## src/rtl/mem_stage_sram_ctrl.sv

```systemverilog
// Memory pipeline stage with a multi-cycle word-addressed SRAM model and MEM/WB register.
// Optional address range/alignment checking is enabled by defining MEM_ADDR_CHECK_EN.
module mem_stage_sram_ctrl #(
  parameter int DEPTH       = 64,
  parameter int ADDR_BASE   = 1024,
  parameter int WAIT_CYCLES = 3
) (
  input  logic        clk,
  input  logic        rst,
  input  logic        wb_en_in,
  input  logic        mem_r_en_in,
  input  logic        mem_w_en_in,
  input  logic [31:0] alu_result_in,
  input  logic [31:0] val_rm,
  input  logic [3:0]  dest_in,
  output logic        freeze,
  output logic        wb_en_out,
  output logic        mem_r_en_out,
  output logic [31:0] alu_result_out,
  output logic [31:0] mem_read_value,
  output logic [3:0]  dest_out,
  output logic        addr_err
);

  localparam int IDX_W = $clog2(DEPTH);
  localparam int CNT_W = $clog2(WAIT_CYCLES + 1);
  localparam logic [CNT_W-1:0] CNT_LOAD = CNT_W'(WAIT_CYCLES - 1);
  localparam logic [CNT_W-1:0] CNT_ONE  = CNT_W'(1);

  typedef enum logic {IDLE, ACCESS} state_t;

  state_t           state, state_nxt;
  logic [CNT_W-1:0] cnt, cnt_nxt;
  logic             stall, capture, bubble, done;

  logic             req;
  logic [31:0]      offset;
  logic [IDX_W-1:0] idx;
  logic             illegal;
  logic             we;
  logic [31:0]      rd_data;

  logic [31:0]      mem [DEPTH];

  assign req    = mem_r_en_in | mem_w_en_in;
  assign offset = alu_result_in - 32'(ADDR_BASE);
  assign idx    = offset[IDX_W+1:2];

`ifdef MEM_ADDR_CHECK_EN
  logic unused_offset_lsb;
  assign unused_offset_lsb = ^offset[1:0];
  // Modulo subtraction makes addresses below the base wrap to huge offsets.
  assign illegal = (offset >= 32'(4 * DEPTH)) || (alu_result_in[1:0] != 2'b00);
`else
  logic unused_offset_bits;
  assign unused_offset_bits = ^{offset[31:IDX_W+2], offset[1:0]};
  assign illegal = 1'b0;
`endif

  always_ff @(posedge clk) begin
    if (rst) begin
      state <= IDLE;
      cnt   <= '0;
    end else begin
      state <= state_nxt;
      cnt   <= cnt_nxt;
    end
  end

  always_comb begin
    state_nxt = state;
    cnt_nxt   = cnt;
    stall     = 1'b0;
    capture   = 1'b0;
    bubble    = 1'b0;
    done      = 1'b0;
    case (state)
      IDLE: begin
        if (req) begin
          stall     = 1'b1;
          bubble    = 1'b1;
          state_nxt = ACCESS;
          cnt_nxt   = CNT_LOAD;
        end else begin
          capture = 1'b1;
        end
      end
      ACCESS: begin
        if (cnt != '0) begin
          stall   = 1'b1;
          bubble  = 1'b1;
          cnt_nxt = cnt - CNT_ONE;
        end else begin
          done      = 1'b1;
          state_nxt = IDLE;
        end
      end
      default: state_nxt = IDLE;
    endcase
  end

  // Stall is withdrawn immediately when reset abandons an access.
  assign freeze = stall & ~rst;

  assign we      = done & mem_w_en_in & ~illegal & ~rst;
  assign rd_data = mem[idx];

  always_ff @(posedge clk) begin
    if (we) mem[idx] <= val_rm;
  end

  always_ff @(posedge clk) begin
    if (rst) begin
      wb_en_out      <= 1'b0;
      mem_r_en_out   <= 1'b0;
      alu_result_out <= '0;
      mem_read_value <= '0;
      dest_out       <= '0;
      addr_err       <= 1'b0;
    end else if (capture) begin
      wb_en_out      <= wb_en_in;
      mem_r_en_out   <= mem_r_en_in;
      alu_result_out <= alu_result_in;
      mem_read_value <= '0;
      dest_out       <= dest_in;
      addr_err       <= 1'b0;
    end else if (bubble) begin
      wb_en_out      <= 1'b0;
      mem_r_en_out   <= 1'b0;
      addr_err       <= 1'b0;
    end else if (done) begin
      wb_en_out      <= wb_en_in & ~illegal;
      mem_r_en_out   <= mem_r_en_in;
      alu_result_out <= alu_result_in;
      // Read data is sampled before the write lands, giving pre-write contents.
      mem_read_value <= (mem_r_en_in & ~illegal) ? rd_data : 32'h0;
      dest_out       <= dest_in;
      addr_err       <= illegal;
    end
  end

endmodule
```

## config.mk

```make
export PLATFORM = sky130hd
export DESIGN_NAME = mem_stage_sram_ctrl
export DESIGN_NICKNAME = d
export VERILOG_FILES = /design/src/rtl/mem_stage_sram_ctrl.sv
export SDC_FILE = /design/constraint.sdc
export NUM_CORES = 2
export LEC_CHECK = 0
export CORE_ASPECT_RATIO = 0.9
export CORE_MARGIN = 5
export CORE_UTILIZATION = 40
export CTS_CLUSTER_DIAMETER = 150
export DETAILED_ROUTE_END_ITERATION = 7
export HOLD_SLACK_MARGIN = 0.03
export PLACE_DENSITY = 0.62
export SYNTH_ARGS = -nofsm -noshare
export SYNTH_HDL_FRONTEND = slang
export SYNTH_SLANG_ARGS = --single-unit
export TNS_END_PERCENT = 30
```

## constraint.sdc

```tcl
create_clock -name clk -period 4.15 [get_ports clk]
set_input_delay 0.83 -clock clk [delete_from_list [all_inputs] [get_ports clk]]
set_output_delay 0.83 -clock clk [all_outputs]
set_load 0.005 [all_outputs]
```

* Word level (Yosys, flattened, before mapping)
Memory sizes are Yosys's and may differ from the RTL's. Index checks and enable logic that the tools add are counted.
Word-level totals: flip-flop bits (word level) 73, RAM bits 2048, input port bits 73, logic and storage cells 52, memories kept 1
Memories:
- mem | depth 64, width 32, rd ports 1, clocked after Yosys merged registers in 0, write ports 1, line 43 | logic [31:0] mem [DEPTH];
Cells by class: $add $sub $neg 2, equal/unequal tests 3, muxes and demuxes 25, bitwise operators 7, reductions and logical operators 7
Operator list (count):
- $mux 32 | 4
- $mux 1 | 14
- $mux 4 | 3
- $sub 8x1->8 const B | 1
- $reduce_and 2->1 | 3
- $mux 2 | 2
- $ne 2x1->1 const B | 2
- $pmux 2 s2 | 1
- $reduce_bool 2->1 | 2
- $and 1x1->1 | 3
- $not 1->1 | 3
- $reduce_bool 3->1 | 1
- $ne 2x2->1 const B | 1
- $pmux 1 s2 | 1
- $reduce_or 2->1 | 1
- $sub 2x1->2 const B | 1
- $or 1x1->1 | 1

* Longest topological paths before layout
depth in word-level cells 7, depth in mapped cells 10, gate-level depth less buffers 7

* Least setup slack after synthesis
Ideal clock, no wire load.
path type input-to-reg, from input port alu_result_in[4], to memory mem[10][0] (enable), library setup time 421 ps, arrival 3491 ps, required time 3729 ps, path slack 238 ps, stages 8, path buffers 5, cells stage by stage buf_4 > buf_4 > buf_2 > buf_2 > clkbuf_1 > nor2_1 > nand2_1 > nor2_1
On the way: cells in the longest elaborated chain, start to end 1
RTL lines:
- start, declared | line 13 | input logic [31:0] alu_result_in,
- $sub 8x1->8 | line 46 | assign offset = alu_result_in - 32'(ADDR_BASE);
- end, declared | line 43
Every way passes these cells.

* Worst setup path after layout
from input port rst, to output port freeze
On the way: cells in the longest elaborated chain, start to end 2
RTL lines:
- start, declared | line 9 | input logic rst,
- $not 1->1 | line 103 | assign freeze = stall & ~rst;
- $and 1x1->1 | line 103
- end, declared | line 16 | output logic freeze,
Every way passes these cells.

==> results by group <==
Route
  – Antenna-violating nets left: 0
  – Drt via density: roughly 5.9
  – Final wirelength: approximately 220000 um
  – DR WL/cell: 29.9 um
  – Residual DRC: 0
  – First-pass detailed-route iteration total: 5
  – Via Count: around 43000
  – DR iter-0 viols: 5310

STA
  – Fin. max-slew vios: 0
  – Final Hold Viols: 0
  – Clock Skews: between 0.03 and 0.04 ns
  – Final Critical Period: 3.43 ns
  – Relative slew slack: 0.0813
  – Setup TNS: 0 ns
  – Worst-margin pin slew: around 1.4 ns
  – Fmax: ~290 MHz
  – Final setup fails: 0
  – Worst Setup Slack, final: 0.718 ns
  – Final Cycle Share: 0.827
  – RSZ-0062 raised after global routing: no

Clocking
  – CTS Sinks: 2121
  – # H-tree levels: 4
  – Clock latency on the worst-skew pair: 0.84 ns
  – CTS Root Cell: clkbuf_16
  – Number of setup buffers added after CTS: 0
  – Num CTS Buffers: 203
  – Clk slew on worst S/H paths: approximately 0.06 ns
  – # hold bufs at CTS: 0
  – CTS tree: built
  – Bufs on Longest Clock Path: 3
  – Post-CTS Resized: 0

Synthesis
  – Yosys Warn Count: 0
  – Largest area contributor in the netlist: edfxtp_1
  – Top cell type's share of synthesized area: 0.763
  – Synth Register Bits: ~2100
  – Share of flip-flops with an asynchronous set or reset: 0
  – Mapped Cells: slightly above 4000
  – Top post-synthesis cells by area: edfxtp_1 (76%), mux4_2 (7.1%), mux2i_1 (2.8%)
  – Cell Area, Synth: 80700 um^2
  – Average cell area after synthesis: ~20 um^2
  – Number of flops mapped to enable cells by yosys: 2048
  – Post-synth cell types: 63
  – Seq/Total Area, Yosys: 0.781
  – Most used flip-flop cell after synthesis: edfxtp_1
  – Syn nets: about 4200

Placement
  – RD Place Congestion: 0.854
  – Hpwl dp: 132000 um
  – Placed Cells: 6901
  – I/O Buffers: 143
  – Dpl ws: 0.130 ns

Critical path
  – Element type at the critical path end: output pin
  – Top delay family on crit path: buffers and inverters
  – CP arrival: 2.60 ns
  – Setup CP Type: primary input to output pin
  – Slowest-stage cell, CP: clkdlybuf4s50_1
  – Worst path cell trace: clkdlybuf4s50_1, buf_4, a211oi_4, buf_4, clkdlybuf4s50_1
  – Slowest cell delay on critical path: approximately 0.54 ns
  – CP Launch Type: primary input
  – CP max FO: 41
  – Required time of the worst setup path: 3.32 ns
  – Bufs and invs on worst path: 4

Pwr
  – Part of the power in registers: 0.541
  – Peak supply drop: 0.000312 V
  – Clock power frac: 0.404
  – Internal: ~0.034 W
  – Psw: 0.00939 W
  – Leak Pwr: 29.2 nW
  – Sw frac: 0.216
  – Power per cell area: around 460 nW/um^2
  – Share of power burned in combinational logic: 0.055

Floorplan
  – Chip Width: approximately 480 um
  – Die Footprint: 211000 um^2
  – Initial Util: 0.402
  – Site row count: 156
  – Core area: 201000 um^2
  – Die Y: between 400 and 500 um
  – IO Count: 145

Run
  – Maxcap violations: 0

Global routing
  – Global-route wire length before repair: 313000 um
  – Vias in the first global route: 42000
  – Largest net degree at the start of global routing: 94
  – Initial antenna violation count: 12
  – Congestion Overflow GR: 0
  – GRT Total Usage: 0.202

Finish
  – Final Non-Filler Cells: 7278
  – Share of cells above drive strength 1: 0.222
  – Final nets: 4494
  – Area Growth Syn to Fin: 16.2%

Worst hold path
  – Worst min-delay path class: primary input to flop

Outcome
  – Status: finished clean
[power groups by stage]
stage | Combinational, W | Sequential, W | Clock (W)
2_1_floorplan | 0.00116 | 0.0240 | 0
3_3_place_gp | 0.00237 | 0.0240 | 0
3_5_place_dp | 0.00239 | 0.0240 | 0
4_1_cts | 0.00240 | 0.0236 | 0.0179
5_1_grt | 0.00253 | 0.0235 | 0.0188
6_report | 0.00240 | 0.0236 | 0.0176
[per-layer routing]
metal	share of wire	up-vias	routed length [um]	track usage
met5	0.00012	-	27	0
met4	0.027	4	5790	0.0558
met2	0.47	2161	102000	0.315
met1	0.42	22600	91300	0.294
met3	0.085	313	18500	0.0360
li1	-	17800	-	-
[registers in the layout, indices dropped and copies added, names as in the netlist]
| register | flops |
|---|---|
| dest_out | 4 |
| mem_r_en_out | 1 |
| mem | 2048 |
| wb_en_out | 1 |
| state | 1 |
| cnt | 2 |
| alu_result_out | 32 |
| mem_read_value | 32 |
[kinds of logic (layout without fill, tap and decap cells)]
| kind of cell | after synthesis | count (layout) | share of synthesized area |
|---|---|---|---|
| adders and majority gates | 1 | 1 | 0.000155 |
| buffers and inverters | 284 | 789 | 0.0162 |
| other | 1 | 3 | 0.0000465 |
| muxes | 605 | 605 | 0.117 |
| and+or+nand+nor | 287 | 287 | 0.0155 |
| DFF | 2121 | 2121 | 0.781 |
| AOI/OAI and AO/OA | 786 | 786 | 0.0709 |
[synth_stat cells, types with 16 or more instances]
cell and n:
a221oi_1 141, dfxtp_1 73, buf_1 38, buf_2 91, o221ai_1 24, mux2_2 122, a21oi_1 80, mux4_2 255
o21ai_0 39, buf_4 22, o22a_1 28, a41oi_1 25, a22oi_1 221, mux2i_1 227, edfxtp_1 2048, nand2_1 108
o22ai_1 161, clkbuf_1 121, a22o_1 16, nor2_1 119
[worst paths after layout]
| path | from | to | slack (ns) | cells past startpoint |
|---|---|---|---|---|
| worst max-delay path | rst | freeze | 0.72 | 5 |
| worst min-delay path | val_rm[7] | mem[46][7] | 0.27 | 1 |
| worst max register to register | cnt[0] | mem[5][9] | 1.09 | 9 |
| worst min register to register | alu_result_out[11] | alu_result_out[11] | 0.45 | 2 |
[stage by stage]
stage	cell area (um^2)	utilization	power, W	hold WS (ns)
global route	93700	0.467	0.0449	0.232
finish	93700	0.467	0.0435	0.275
detailed placement	87500	0.436	0.0264	0.446
CTS	93700	0.467	0.0438	0.197
floorplan	80700	-	0.0252	0.432
global placement	87500	0.436	0.0264	0.438
[cells in the final DEF (no fill, tap or decap), types with 25 or more instances in the layout]
master	instances
buf_2	32
o22a_1	28
buf_12	74
mux2_2	122
mux2i_1	227
a41oi_1	25
a21oi_1	79
clkbuf_16	207
nand2_1	107
clkinv_1	52
o21ai_0	39
o22ai_1	161
clkdlybuf4s50_1	108
dfxtp_1	73
nor2_1	54
mux4_2	255
a221oi_1	141
edfxtp_1	2048
clkbuf_1	67
a22oi_1	221
nor2_4	65
buf_4	191
[cell type report]
cell class	instances	area, um^2
antenna	2	5.00
clock buffer	278	5490
clock inverter	97	766
fill	16700	107000
inverter	6	30.0
multi-input combinational	1680	16900
sequential	2121	63000
tap	2686	3360
timing repair buffer	408	4200
Power figures use the tool's default switching activity.
